## src/rtl/emu_bus_bridge.sv

```systemverilog
// Emulator I/O bridge between the Pmod bus pins and the DUT top level: inbound resync,
// outbound retiming with bus test modes, PLL-lock-driven DUT reset sequencing and error counting.
module emu_bus_bridge #(
    parameter int DATA_W      = 8,
    parameter int CTRL_IN_W   = 3,
    parameter int CTRL_OUT_W  = 2,
    parameter int SYNC_STAGES = 2,
    parameter int OUT_STAGES  = 2,
    parameter int RST_HOLD    = 16,
    parameter int ERR_CNT_W   = 8
) (
    input  logic                  clk,
    input  logic                  rst_async,
    input  logic                  pll_lock_i,
    input  logic [DATA_W-1:0]     data_i,
    input  logic [CTRL_IN_W-1:0]  data_ctrl_i,
    input  logic [1:0]            loopback_ctrl_i,
    output logic [DATA_W-1:0]     hash_o,
    output logic [CTRL_OUT_W-1:0] hash_ctrl_o,
    output logic [DATA_W-1:0]     dut_data_o,
    output logic [CTRL_IN_W-1:0]  dut_ctrl_o,
    output logic                  dut_rst_n_o,
    input  logic [DATA_W-1:0]     dut_hash_i,
    input  logic [CTRL_OUT_W-1:0] dut_hash_ctrl_i,
    input  logic                  err_i,
    output logic [ERR_CNT_W-1:0]  err_cnt_o,
    output logic [7:0]            status_o
);

    localparam int HOLD_W = (RST_HOLD > 1) ? $clog2(RST_HOLD) : 1;
    localparam int OUT_W  = DATA_W + CTRL_OUT_W;

    typedef enum logic [1:0] {
        WAIT_LOCK = 2'b00,
        HOLD      = 2'b01,
        RUN       = 2'b10
    } rst_state_e;

    typedef enum logic [1:0] {
        MODE_NORMAL   = 2'b00,
        MODE_LOOPBACK = 2'b01,
        MODE_PATTERN  = 2'b10,
        MODE_FIXED    = 2'b11
    } bus_mode_e;

    // Upper half reads 1010..., lower half 0101... (0xA5 at 8 bits).
    function automatic logic [DATA_W-1:0] fixed_pattern();
        logic [DATA_W-1:0] v;
        v = '0;
        for (int i = 0; i < DATA_W; i++)
            v[i] = (i >= DATA_W / 2) ? (i % 2 == 1) : (i % 2 == 0);
        return v;
    endfunction

    localparam logic [DATA_W-1:0] FIXED_PAT = fixed_pattern();

    logic [SYNC_STAGES-1:0][DATA_W-1:0]    r_data_sync;
    logic [SYNC_STAGES-1:0][CTRL_IN_W-1:0] r_ctrl_sync;
    logic [SYNC_STAGES-1:0][1:0]           r_mode_sync;
    logic [1:0]                            r_lock_sync;
    logic [OUT_STAGES-1:0][OUT_W-1:0]      r_out;
    logic [DATA_W-1:0]                     r_pat_cnt;
    logic [ERR_CNT_W-1:0]                  r_err_cnt;
    logic [HOLD_W-1:0]                     r_hold_cnt;
    logic                                  r_dut_rst_n;
    rst_state_e                            r_state;

    bus_mode_e         w_mode;
    logic              w_lock_sync;
    logic [OUT_W-1:0]  w_mux;
    rst_state_e        w_state_next;
    logic [HOLD_W-1:0] w_hold_next;

    // NOTE: all state updates use non-blocking assignments so every flop samples pre-edge values.
    always_ff @(posedge clk or posedge rst_async) begin
        if (rst_async) begin
            r_data_sync <= '0;
            r_ctrl_sync <= '0;
            r_mode_sync <= '0;
            r_lock_sync <= '0;
        end else begin
            r_data_sync <= {r_data_sync[SYNC_STAGES-2:0], data_i};
            r_ctrl_sync <= {r_ctrl_sync[SYNC_STAGES-2:0], data_ctrl_i};
            r_mode_sync <= {r_mode_sync[SYNC_STAGES-2:0], loopback_ctrl_i};
            r_lock_sync <= {r_lock_sync[0], pll_lock_i};
        end
    end

    assign w_mode      = bus_mode_e'(r_mode_sync[SYNC_STAGES-1]);
    assign w_lock_sync = r_lock_sync[1];
    assign dut_data_o  = r_data_sync[SYNC_STAGES-1];
    assign dut_ctrl_o  = r_ctrl_sync[SYNC_STAGES-1];

    // NOTE: default assigned first so no path through the case leaves w_mux unassigned (no latch).
    always_comb begin
        w_mux = '0;
        case (w_mode)
            MODE_NORMAL:   w_mux = {dut_hash_i, dut_hash_ctrl_i};
            MODE_LOOPBACK: w_mux = {dut_data_o, dut_ctrl_o[CTRL_OUT_W-1:0]};
            MODE_PATTERN:  w_mux = {r_pat_cnt, {CTRL_OUT_W{1'b1}}};
            MODE_FIXED:    w_mux = {FIXED_PAT, {CTRL_OUT_W{1'b0}}};
            default:       w_mux = '0;
        endcase
    end

    always_ff @(posedge clk or posedge rst_async) begin
        if (rst_async) begin
            r_out     <= '0;
            r_pat_cnt <= '0;
        end else begin
            r_out[0] <= w_mux;
            for (int i = 1; i < OUT_STAGES; i++)
                r_out[i] <= r_out[i-1];
            r_pat_cnt <= (w_mode == MODE_PATTERN) ? r_pat_cnt + DATA_W'(1) : '0;
        end
    end

    assign {hash_o, hash_ctrl_o} = r_out[OUT_STAGES-1];

    // Losing lock beats a completing hold count.
    always_comb begin
        w_state_next = r_state;
        w_hold_next  = r_hold_cnt;
        case (r_state)
            WAIT_LOCK: begin
                w_hold_next = '0;
                if (w_lock_sync) w_state_next = HOLD;
            end
            HOLD: begin
                if (!w_lock_sync) begin
                    w_state_next = WAIT_LOCK;
                    w_hold_next  = '0;
                end else if (r_hold_cnt == HOLD_W'(RST_HOLD - 1)) begin
                    w_state_next = RUN;
                end else begin
                    w_hold_next = r_hold_cnt + HOLD_W'(1);
                end
            end
            RUN: begin
                if (!w_lock_sync) w_state_next = WAIT_LOCK;
            end
            default: begin
                w_state_next = WAIT_LOCK;
                w_hold_next  = '0;
            end
        endcase
    end

    always_ff @(posedge clk or posedge rst_async) begin
        if (rst_async) begin
            r_state     <= WAIT_LOCK;
            r_hold_cnt  <= '0;
            r_dut_rst_n <= 1'b0;
        end else begin
            r_state     <= w_state_next;
            r_hold_cnt  <= w_hold_next;
            r_dut_rst_n <= (w_state_next == RUN);
        end
    end

    // Only rst_async clears the count, so it survives a PLL relock.
    always_ff @(posedge clk or posedge rst_async) begin
        if (rst_async)
            r_err_cnt <= '0;
        else if (err_i && r_dut_rst_n && !(&r_err_cnt))
            r_err_cnt <= r_err_cnt + ERR_CNT_W'(1);
    end

    assign dut_rst_n_o = r_dut_rst_n;
    assign err_cnt_o   = r_err_cnt;
    assign status_o    = {w_mode, |r_err_cnt, r_state, w_lock_sync, r_dut_rst_n, 1'b0};

endmodule

```

## config.mk

```make
export PLATFORM = sky130hd
export DESIGN_NAME = emu_bus_bridge
export DESIGN_NICKNAME = d
export VERILOG_FILES = /design/src/rtl/emu_bus_bridge.sv
export SDC_FILE = /design/constraint.sdc
export NUM_CORES = 1
export LEC_CHECK = 0
export CORE_ASPECT_RATIO = 0.7
export CORE_UTILIZATION = 42
export CTS_BUF_LIST = sky130_fd_sc_hd__clkbuf_4 sky130_fd_sc_hd__clkbuf_8
export DETAILED_ROUTE_END_ITERATION = 7
export GPL_TIMING_DRIVEN = 0
export PLACE_DENSITY_LB_ADDON = 0.2
export SYNTH_ARGS = -nofsm -noshare
export SYNTH_HDL_FRONTEND = slang
export SYNTH_SLANG_ARGS = --single-unit
```

## constraint.sdc

```tcl
create_clock -name clk -period 3.9 [get_ports clk]
set_input_delay 0.78 -clock clk [delete_from_list [all_inputs] [get_ports clk]]
set_output_delay 0.78 -clock clk [all_outputs]
set_load 0.1 [all_outputs]
```

; ---- Yosys cells after proc, flatten, opt, wreduce, memory -nomap -nowiden
; Cells that the tools add are included.
[word_totals]
reg_bits = 71
wordCells = 44
latchBits = 0
memories = 0
mem_bits_ro = 0
ramBits = 0
inputBits = 27
[classes]
n_addsub = 3
n_lt_le_gt_ge = 0
bitwise = 1
n_shift = 0
div_mod_pow = 0
mul = 0
mux = 10
n_eq_ne = 8
reduce_logical = 8
[ops]
columns = op, count
row1 = 10-bit one-hot mux with 4 select lines, 1
row2 = "8-bit by 1-bit adder with 8-bit output, second input constant", 2
row3 = "2-bit == test, second input constant", 4
row4 = 2-bit two-way mux, 4
row5 = 4-bit two-way mux, 2
row6 = 8-bit two-way mux, 1
row7 = 4-bit one-hot mux with 2 select lines, 1
row8 = 8-bit AND reduction, 1
row9 = 8-bit OR reduction, 1
row10 = 2-bit one-hot mux with 3 select lines, 1
row11 = "4-bit by 1-bit adder with 4-bit output, second input constant", 1
row12 = "2-bit by 1-bit == test with 1-bit output, second input constant", 2
row13 = "4-bit == test, second input constant", 1
row14 = 2-bit logical NOT, 2
row15 = "3-bit != test, second input constant", 1
row16 = 1-bit logical AND, 2
row17 = 2-bit AND reduction, 1
row18 = 1-bit logical NOT, 1
row19 = 1-bit inverter, 1

; ---- Logic depth before layout (Yosys ltp)
; Gate-level depths: netlist (run 1).
[logic_depth]
depth_word = 5
mapped_depth = 5
depth_no_buf = 5

; ---- Least setup slack after synthesis (run 1)
; Ideal clock, no wire load.
[synth_path]
path_kind = reg2out
from = register r_err_cnt[0], in the netlist err_cnt_o[0]
to = output port status_o[5]
path_stages_with_launch = 5
t_required_ps = 3120
setup_slack_ps = 1018
t_arrival_ps = 2102
cell_sequence = dfrtp_1 > inv_1 > ha_1 > nor4b_1 > nand2_1
[synth_via]
elab_chain_len = 1
[synth_rtl]
columns = element, line
row1 = "start, declared", 63  ; logic [ERR_CNT_W-1:0] r_err_cnt;
row2 = "start signal, assigned", 166  ; r_err_cnt <= r_err_cnt + ERR_CNT_W'(1);
row3 = 8-bit OR reduction, 171  ; assign status_o = {w_mode, |r_err_cnt, r_state, w_lock_sync, r_dut_rst_n, 1'b0};
row4 = "end, declared", 27  ; output logic [7:0] status_o
; Every way passes these cells.

; ---- Final worst setup path (run 1)
; Same ends and word-level chain as after synthesis.

==> impl_metrics.py, run 1 <==
metrics = {
    "synthesis": {
        "yosysSeqAreaShare": 0.659,
        "ys_ff_latch": 71,
        "netlist.area_leader.share": 0.659,
        "postSynthCellCount": 207,
        "synth_top_area_cell": "dfrtp_1",
        "syn_area_um2": 2700,
        "synth_edf_count": 0,
        "synth_nets": 238,
        "ys.flop_type": "dfrtp_1",
        "synthArstFlopShare": 1.00,
        "synth.area.top_cells": "dfrtp_1 66%, buf_4 7.2%, xor2_1 2.9%",
        "synth_cell_types": 31,
        "syn_avg_cell_area_um2": 13.0,
        "ys_warn_count": 0,
    },
    "job": {
        "cap_violations": 0,
    },
    "grt": {
        "grt_max_degree": 72,
        "groute.usage.overall": 0.157,
        "antenna_found_initial": 0,
        "grt-ovfl-total": 0,
        "grt_pass1_wl_mm": 7.82,
        "grt_pass1_vias": 1646,
    },
    "finish": {
        "mostFrequentLayoutCells": "71 x dfrtp_1, 63 x clkdlybuf4s50_1, 26 x buf_4, 14 x nand2_1, 14 x nor2_1",
        "drive_above_1_share": 0.184,
        "synthToLayoutAreaGrowth_pct": 33.4,
        "antenna_cells": 0,
        "fillers": 540,
        "fin_nets": 312,
        "mostFrequentLayoutCell": "dfrtp_1",
    },
    "sta": {
        "finalSetupViolations": 0,
        "report.final.slew_viol_count": 0,
        "post-route-period-util": 0.814,
        "hold_viol_final": 0,
        "timing.fmax_ghz": 0.315,
        "final.setup.tns_ns": 0,
        "finClkSkew_ns": 0.00333,
        "timing_worst_slew_pin_value_ns": 0.981,
        "rsz0062_at_grt": "false",
        "worst_hold_slack_ns": 0.347,
        "slew_headroom": 0.344,
        "period_needed_ns": 3.18,
    },
    "die": {
        "core_area_um2": 6220,
        "rows": 24,
        "start_util": 0.434,
        "io_pins": 65,
        "die_x_um": 97.8,
        "die_y_um": 69.1,
        "dieArea_um2": 6750,
    },
    "clocking": {
        "cts.repair.resized": 0,
        "worstSkewPairLatency_ns": 0.34,
        "cts_sinks": 71,
        "ctsRootBufferMaster": "clkbuf_8",
        "path_clk_slew_ns": 0.06,
        "h-tree-depth": 3,
        "numCtsBuffers": 9,
        "cts_tree": "yes",
        "cts_max_path_buffers": 2,
        "cts_hold_buffers": 0,
        "post-cts-setup-buffers": 0,
    },
    "drt": {
        "drc": 6,
        "drt_iter0_drc": 36,
        "wirelength_mm": 4.50,
        "first_pass_iters": 8,
        "num_vias": 1587,
        "avgRoutedWirePerCell_um": 12.5,
        "via_per_inst": 4.40,
        "antenna_left": 0,
    },
    "hold_path": {
        "holdCritStartpoint": "r_out[0]$_DFF_PP0_",
        "hp-class": "flip-flop to flip-flop",
    },
    "critical_path": {
        "rrSetupSlack_ns": 2.38,
        "reg2reg_from": "err_cnt_o[0]$_DFFE_PP0P_",
        "startpoint": "err_cnt_o[0]$_DFFE_PP0P_",
        "end_kind": "output port",
        "path_max_fanout": 5,
        "crit_arrival_ns": 2.40,
        "cpPeakStageDelay_ns": 1.13,
        "critical_path.top_delay_family": "buffers and inverters",
        "cp_slowest_cell": "clkdlybuf4s50_1",
        "worstSetupPathType": "flip-flop to output port",
        "cp-start-kind": "flip-flop",
        "path_buf_inv": 2,
        "crit_chain": "inv_1, ha_1, nor4b_1, nand2_1, clkdlybuf4s50_1",
        "critPathRequiredTime_ns": 3.12,
    },
    "placed_design": {
        "numPortBuffers": 63,
        "dp_hpwl_mm": 3.08,
        "gp_congestion": 0.770,
    },
    "pwr": {
        "seqPwrFrac": 0.512,
        "pwr-share-clk": 0.331,
        "switching_power_mw": 0.413,
        "combPwrFrac": 0.158,
        "pwr_density_cell_nw_per_um2": 426,
        "ir_drop_mv": 0.229,
        "internal_power_mw": 1.12,
        "switching_share": 0.270,
        "leakagePower_nw": 1.65,
    },
    "run_status": {
        "status": "finished with violations",
        "violations": "design-rule violations",
    },
}
metal layers:
| metal | vias to the layer above | GRT usage | share of wire |
|---|---|---|---|
| met5 | - | 0 | 0 |
| met4 | 0 | 0.0657 | 0.014 |
| met3 | 7 | 0.0761 | 0.071 |
| met2 | 47 | 0.211 | 0.41 |
| met1 | 729 | 0.216 | 0.50 |
| li1 | 804 | - | - |
final timing paths:
| check | to | cells past startpoint |
|---|---|---|
| min in group asynchronous | dut_rst_n_o$_DFF_PP0_ | 2 |
| hold / removal | hash_ctrl_o[0]$_DFF_PP0_ | 0 |
| hold reg to reg | hash_ctrl_o[0]$_DFF_PP0_ | 0 |
| setup reg to reg | err_cnt_o[6]$_DFFE_PP0P_ | 5 |
| setup / recovery | status_o[5] | 5 |
| max in group asynchronous | dut_data_o[1]$_DFF_PP0_ | 2 |
metrics by stage:
| stage | instances | util | power [mW] | instance area (um^2) | setup slack (ns) |
|---|---|---|---|---|---|
| after floorplan | 207 | - | 0.972 | 2700 | 1.02 |
| after global routing | 361 | 0.579 | 1.61 | 3600 | 0.645 |
| after CTS | 361 | 0.579 | 1.56 | 3600 | 0.702 |
| after global placement | 348 | 0.551 | 1.04 | 3430 | 0.163 |
| after detailed placement | 348 | 0.552 | 1.04 | 3430 | 1.09 |
| final | 361 | 0.579 | 1.53 | 3600 | 0.724 |
worst reg2reg max path: stages, from the launching register on:
cell and delay [ns]:
dfrtp_1 0.44, ha_1 0.24, nand3_1 0.09, nor3_1 0.30, and3_2 0.24, xor2_1 0.14
final cells by class:
class                           instances  area [um^2]  area share
Buffer                                 29          208      0.0577
Sequential cell                        71         1780       0.494
Tap cell                               78         97.6      0.0271
Clock buffer                           12          165      0.0459
Multi-Input combinational cell        103          698       0.194
Timing Repair Buffer                   63          631       0.175
Inverter                                4         17.5     0.00487
Clock inverter                          1         5.00     0.00139
synth_stat cells, types with 2 or more instances:
| cell | instances |
|---|---|
| inv_1 | 4 |
| xnor2_1 | 4 |
| o21a_1 | 2 |
| mux2i_1 | 6 |
| nand3_1 | 9 |
| nor2b_1 | 2 |
| nand2b_1 | 2 |
| and3_1 | 2 |
| o22a_1 | 4 |
| buf_4 | 26 |
| nand2_1 | 14 |
| nand3b_1 | 2 |
| clkbuf_1 | 2 |
| nor2_1 | 14 |
| ha_1 | 4 |
| nor3_1 | 2 |
| o21ai_0 | 11 |
| xor2_1 | 9 |
| dfrtp_1 | 71 |
| mux2_2 | 6 |
power by group through the flow:
stage / Sequential [mW] / Clock [mW] / Combinational, mW
2_1_floorplan: 0.796 / 0 / 0.176
3_3_place_gp: 0.796 / 0 / 0.243
3_5_place_dp: 0.798 / 0 / 0.244
4_1_cts: 0.784 / 0.530 / 0.244
5_1_grt: 0.787 / 0.569 / 0.254
6_report: 0.784 / 0.507 / 0.241
kinds of logic after synthesis:
| family | after synthesis | synth area share |
|---|---|---|
| other | 1 | 0.00139 |
| muxes | 12 | 0.0473 |
| xor gates and xnor gates | 13 | 0.0422 |
| buffers and inverters | 33 | 0.0826 |
| adders and majority gates | 4 | 0.0186 |
| and+or+nand+nor | 54 | 0.101 |
| AOI/OAI and AO/OA | 19 | 0.0487 |
| DFF | 71 | 0.659 |
sequential cells by signal, summed over array words and instances, names as in the netlist, 3 cells and up:
name,count
r_data_sync,8
err_cnt_o,8
dut_data_o,8
hash_o,8
dut_ctrl_o,3
r_ctrl_sync,3
r_hold_cnt,4
r_out,10
r_pat_cnt,8
(Power assumes the default switching activity.)
==> run 2, diff against run 1 <==
clock period = 2.55 ns   (was 3.9 ns; I/O delays follow)
==> run 2 against run 1 <==
Compared with the run above: clock-buffer cell count did not move; combinational power grew 54%; the run still ends with design-rule violations left; total power increased by 60%; sequential cell count did not move; critical path type unchanged; routed wire length fell by 2.2%; worst hold slack better by 0.0011 ns; design area up 1.1%; sequential share of layout area is 0.49 points lower; critical path depth fell by 4; clock power increased by 76%.
==> impl_metrics.py, run 2 (same netlist as run 1, synthesis figures left out) <==
metrics = {
    "pwr": {
        "fin_total_pwr_mw": 2.46,
        "ir_drop_mv": 0.415,
        "leakagePower_nw": 1.72,
        "pwr_density_cell_nw_per_um2": 676,
    },
    "critical_path": {
        "critPathRequiredTime_ns": 2.04,
        "cp-start-kind": "flip-flop",
        "path_buf_inv": 1,
        "cpPeakStageDelay_ns": 1.17,
        "worstSetupPathType": "flip-flop to output port",
        "reg2reg_from": "err_cnt_o[1]$_DFFE_PP0P_",
        "reg2reg_depth": 5,
        "rrSetupSlack_ns": 1.11,
        "crit_chain": "clkdlybuf4s50_1",
        "endpoint": "err_cnt_o[4]",
        "cp_slowest_cell": "clkdlybuf4s50_1",
        "path_depth": 1,
        "startpoint": "err_cnt_o[4]$_DFFE_PP0P_",
        "crit_arrival_ns": 1.95,
        "end_kind": "output port",
        "critical_path.top_delay_family": "buffers and inverters",
        "path_max_fanout": 6,
        "r2r-end": "err_cnt_o[6]$_DFFE_PP0P_",
    },
    "clocking": {
        "cts_tree": "yes",
        "post-cts-setup-buffers": 0,
        "numCtsBuffers": 9,
        "worstSkewPairLatency_ns": 0.33,
        "cts_max_path_buffers": 2,
        "cts_hold_buffers": 0,
        "ctsRootBufferMaster": "clkbuf_8",
        "cts_sinks": 71,
        "h-tree-depth": 3,
        "path_clk_slew_ns": 0.07,
    },
    "sta": {
        "rsz0062_at_grt": "false",
        "period_needed_ns": 2.46,
        "finClkSkew_ns": 0.0102,
        "finalSetupViolations": 0,
        "post-route-period-util": 0.966,
        "hold_viol_final": 0,
        "timing.fmax_ghz": 0.406,
        "slew_headroom": 0.340,
        "final.setup.tns_ns": 0,
        "timing_worst_slew_pin_value_ns": 0.987,
        "report.final.slew_viol_count": 0,
    },
    "drt": {
        "drt_iter0_drc": 66,
        "first_pass_iters": 6,
        "via_per_inst": 4.52,
        "wirelength_mm": 4.40,
        "avgRoutedWirePerCell_um": 12.1,
        "num_vias": 1639,
        "antenna_left": 0,
        "drc": 6,
    },
    "grt": {
        "grt_max_degree": 72,
        "grt-ovfl-total": 0,
        "groute.usage.overall": 0.152,
        "grt_pass1_vias": 1586,
        "antenna_found_initial": 0,
        "grt_pass1_wl_mm": 7.62,
    },
    "placed_design": {
        "place_area_um2": 3430,
        "gp_congestion": 0.744,
        "numPortBuffers": 63,
        "placed_cells": 348,
        "dp_hpwl_mm": 3.09,
    },
    "die": {
        "die_y_um": 69.1,
        "core_area_um2": 6220,
        "die_x_um": 97.8,
        "dieArea_um2": 6750,
        "rows": 24,
        "start_util": 0.434,
        "io_pins": 65,
    },
    "run_status": {
        "violations": "design-rule violations",
        "status": "finished with violations",
    },
    "finish": {
        "top_register": "r_out",
        "stdcell_count": 363,
        "antenna_cells": 0,
        "mostFrequentLayoutCells": "70 x dfrtp_1, 57 x clkdlybuf4s50_1, 26 x buf_4, 14 x nor2_1, 13 x nand2_1",
        "mostFrequentLayoutCell": "dfrtp_1",
        "synthToLayoutAreaGrowth_pct": 34.8,
        "largest_reg_flops": 10,
        "fin_nets": 312,
        "fin_area_um2": 3640,
        "drive_above_1_share": 0.200,
        "post-route-util": 0.585,
    },
    "hold_path": {
        "holdCritStartpoint": "r_mode_sync[1]$_DFF_PP0_",
        "hp-class": "flip-flop to flip-flop",
    },
    "job": {
        "cap_violations": 0,
    },
}
-- run 2: what timing repair did --
item                       4_1_cts  5_1_grt
gates resized for setup          2        6
setup endpoints to repair        2        5
hold endpoints to repair         0        0
-- run 2: layer usage --
metal | global-route usage | share of wire
met5 | 0 | 0
met4 | 0.0657 | 0.013
met3 | 0.0609 | 0.052
met2 | 0.218 | 0.45
met1 | 0.203 | 0.49
-- run 2: stage by stage --
| step | setup slack, ns | hold WS [ns] |
|---|---|---|
| 2_1_floorplan | 0.0849 | 0.331 |
| 3_3_place_gp | -1.13 | 0.332 |
| 6_report | 0.0865 | 0.349 |
| 3_5_place_dp | 0.0613 | 0.335 |
| 4_1_cts | -0.0428 | 0.350 |
| 5_1_grt | 0.00434 | 0.353 |
-- run 2: report_power, final --
part	total, mW	internal [mW]	switching (mW)	leakage (nW)
combinational	0.370	0.119	0.250	0.732
clock	0.892	0.509	0.382	0.102
sequential	1.20	1.18	0.0209	0.883
total	2.46	1.80	0.654	1.72
-- run 2: final cells by class --
type                    instances  area, um^2
repair buffers                 63         634
flip-flops and latches         71        1780
plain buffers                  29         208
clock inverters                 3        42.5
fillers                       516        2580
clock buffers                  12         159
multi-input cells             103         701
well taps                      78        97.6
inverters                       4        17.5
-- run 2: worst min path at each step --
stage,to,slack [ns],depth (start not counted)
after floorplan,dut_ctrl_o[0]$_DFF_PP0_,0.33,0
after global placement,hash_o[3]$_DFF_PP0_,0.33,0
after detailed placement,w_mode[1]$_DFF_PP0_,0.33,0
after CTS,w_mode[1]$_DFF_PP0_,0.35,0
after global routing,w_mode[1]$_DFF_PP0_,0.35,0
final,w_mode[1]$_DFF_PP0_,0.35,0
==> run 3, diff against run 2 <==
ABC_AREA = 1   (was not set)
clock period = 2.51 ns   (was 2.55 ns; I/O delays follow)
==> run 3 against run 2 <==
Compared with the run above: largest cell class unchanged; highest routed layer unchanged; design area grew 3.0%; sequential cell count is the same; clock power shrank 4.8%; the run now ends clean.
==> impl_metrics.py, run 3 <==
metrics = {
    "grt": {
        "groute.usage.overall": 0.162,
        "antenna_found_initial": 0,
        "grt_max_degree": 72,
        "grt_pass1_wl_mm": 8.66,
        "grt_pass1_vias": 1925,
        "grt-ovfl-total": 0,
    },
    "die": {
        "dieArea_um2": 7010,
        "io_pins": 65,
        "die_y_um": 70.3,
        "die_x_um": 99.6,
        "rows": 24,
        "core_area_um2": 6340,
        "start_util": 0.442,
    },
    "clocking": {
        "cts_hold_buffers": 0,
        "path_clk_slew_ns": 0.08,
        "worstSkewPairLatency_ns": 0.34,
        "ctsRootBufferMaster": "clkbuf_8",
        "post-cts-setup-buffers": 0,
        "cts_sinks": 71,
        "h-tree-depth": 3,
        "cts_tree": "yes",
        "cts.repair.resized": 2,
        "cts_max_path_buffers": 2,
        "numCtsBuffers": 9,
    },
    "placed_design": {
        "numPortBuffers": 63,
        "place_ws_ns": 0.149,
        "dp_hpwl_mm": 3.46,
        "place_area_um2": 3550,
        "gp_congestion": 0.821,
    },
    "critical_path": {
        "path_depth": 1,
        "path_max_fanout": 6,
        "rrSetupSlack_ns": 1.10,
        "crit_arrival_ns": 1.96,
        "critical_path.top_delay_family": "buffers and inverters",
        "reg2reg_from": "r_hold_cnt[0]$_DFFE_PP0P_",
        "cp_slowest_cell": "clkdlybuf4s50_1",
        "reg2reg_depth": 7,
        "worstSetupPathType": "flip-flop to output port",
        "cp-start-kind": "flip-flop",
        "path_buf_inv": 1,
        "critPathRequiredTime_ns": 2.01,
        "end_kind": "output port",
        "r2r-end": "r_hold_cnt[1]$_DFFE_PP0P_",
        "cpPeakStageDelay_ns": 1.17,
        "crit_chain": "clkdlybuf4s50_1",
    },
    "finish": {
        "fillers": 549,
        "drive_above_1_share": 0.167,
        "top_register": "r_out",
        "multiInputGateArea_um2": 703,
        "largest_reg_flops": 10,
        "post-route-util": 0.591,
        "mostFrequentLayoutCell": "dfrtp_1",
        "register_area_um2": 1780,
        "mostFrequentLayoutCells": "69 x dfrtp_1, 59 x nand2_1, 58 x clkdlybuf4s50_1, 27 x inv_1, 27 x buf_4",
        "synthToLayoutAreaGrowth_pct": 33.7,
        "fin_area_um2": 3750,
        "antenna_cells": 0,
        "fin_nets": 380,
    },
    "synthesis": {
        "ys_ff_latch": 71,
        "synth_common_cells": "71 x dfrtp_1, 59 x nand2_1, 28 x inv_1",
        "netlist.area_leader.share": 0.634,
        "synthArstFlopShare": 1.00,
        "synth_nets": 306,
        "ys_warn_count": 0,
        "postSynthCellCount": 275,
        "synth.area.top_cells": "dfrtp_1 63%, nand2_1 7.9%, buf_4 7.2%",
        "synth_top_area_cell": "dfrtp_1",
        "ys.flop_type": "dfrtp_1",
        "synth.most_common_cell": "dfrtp_1",
        "yosysSeqAreaShare": 0.634,
        "synth_edf_count": 0,
        "synth_cell_types": 25,
        "syn_avg_cell_area_um2": 10.2,
        "syn_area_um2": 2800,
    },
    "sta": {
        "rsz0062_at_grt": "false",
        "period_needed_ns": 2.46,
        "slew_headroom": 0.336,
        "finClkSkew_ns": 0.0149,
        "finalSetupViolations": 0,
        "timing_worst_slew_pin_value_ns": 0.992,
        "timing.fmax_ghz": 0.406,
        "hold_viol_final": 0,
        "setup_ws_ns": 0.0488,
        "report.final.slew_viol_count": 0,
        "post-route-period-util": 0.981,
    },
    "pwr": {
        "leakagePower_nw": 1.82,
        "pwr_density_cell_nw_per_um2": 652,
        "ir_drop_mv": 0.448,
        "fin_total_pwr_mw": 2.44,
    },
    "drt": {
        "avgRoutedWirePerCell_um": 11.3,
        "antenna_left": 0,
        "first_pass_iters": 5,
        "wirelength_mm": 5.01,
        "drc": 0,
        "via_per_inst": 4.39,
        "num_vias": 1953,
        "drt_iter0_drc": 89,
    },
    "job": {
        "cap_violations": 0,
    },
    "hold_path": {
        "min_to": "r_lock_sync[1]$_DFF_PP0_",
        "holdCritStartpoint": "r_lock_sync[0]$_DFF_PP0_",
        "hp-class": "flip-flop to flip-flop",
        "min_delay_path_depth": 0,
    },
    "run_status": {
        "status": "finished clean",
    },
}
run 3: cell count changes in the layout (fill, tap and decap cells not counted), moves of 6 or more:
cell / before / now
nand3_1: 9 / 16
inv_1: 3 / 27
nor2_1: 14 / 24
nand2_1: 13 / 59
xor2_1: 9 / 1
mux2_2: 6 / 0
mux2i_1: 6 / 0
a21oi_1: 1 / 7
run 3: metal layers:
metal,share of wire,wire length [um],track usage,vias to the layer above
li1,-,-,-,989
met1,0.47,2340,0.201,897
met2,0.47,2360,0.261,63
met3,0.053,265,0.0591,4
met4,0.0086,43,0.0605,0
met5,0,0,0,-
run 3: where the power goes:
part | internal (mW) | total, mW | switching [mW]
registers | 1.19 | 1.21 | 0.0188
logic | 0.118 | 0.383 | 0.264
clock network | 0.399 | 0.849 | 0.450
total | 1.71 | 2.44 | 0.733
run 3: worst max-delay path by stage:
| stage | start | to |
|---|---|---|
| final | err_cnt_o[6]$_DFFE_PP0P_ | err_cnt_o[6] |
| after global routing | err_cnt_o[4]$_DFFE_PP0P_ | err_cnt_o[4] |
| after CTS | r_lock_sync[1]$_DFF_PP0_ | status_o[2] |
| after detailed placement | err_cnt_o[0]$_DFFE_PP0P_ | status_o[5] |
| after global placement | rst_async | err_cnt_o[0]$_DFFE_PP0P_ |
| after floorplan | err_cnt_o[3]$_DFFE_PP0P_ | status_o[5] |
run 3: stage by stage:
step           TNS [ns]  std cells  hold WS [ns]
2_1_floorplan         0        275         0.331
3_3_place_gp     -69.25        429         0.332
3_5_place_dp          0        429         0.335
4_1_cts               0        445         0.354
5_1_grt               0        445         0.356
6_report              0        445         0.350
run 3: final cells by class:
cell class | instances | area share
buffer | 28 | 0.0554
clock buffer | 10 | 0.0367
clock inverter | 6 | 0.0137
inverter | 30 | 0.0314
multi-input combinational | 146 | 0.188
sequential | 71 | 0.475
tap | 91 | 0.0304
timing repair buffer | 63 | 0.170
run 3: kinds of logic after synthesis:
| family | count (synthesis) | synth area share |
|---|---|---|
| AOI/OAI and AO/OA | 26 | 0.0536 |
| and+or+nand+nor | 114 | 0.175 |
| buffers and inverters | 58 | 0.115 |
| DFF | 71 | 0.634 |
| adders and majority gates | 4 | 0.0179 |
| xor gates and xnor gates | 1 | 0.00313 |
| other | 1 | 0.00134 |
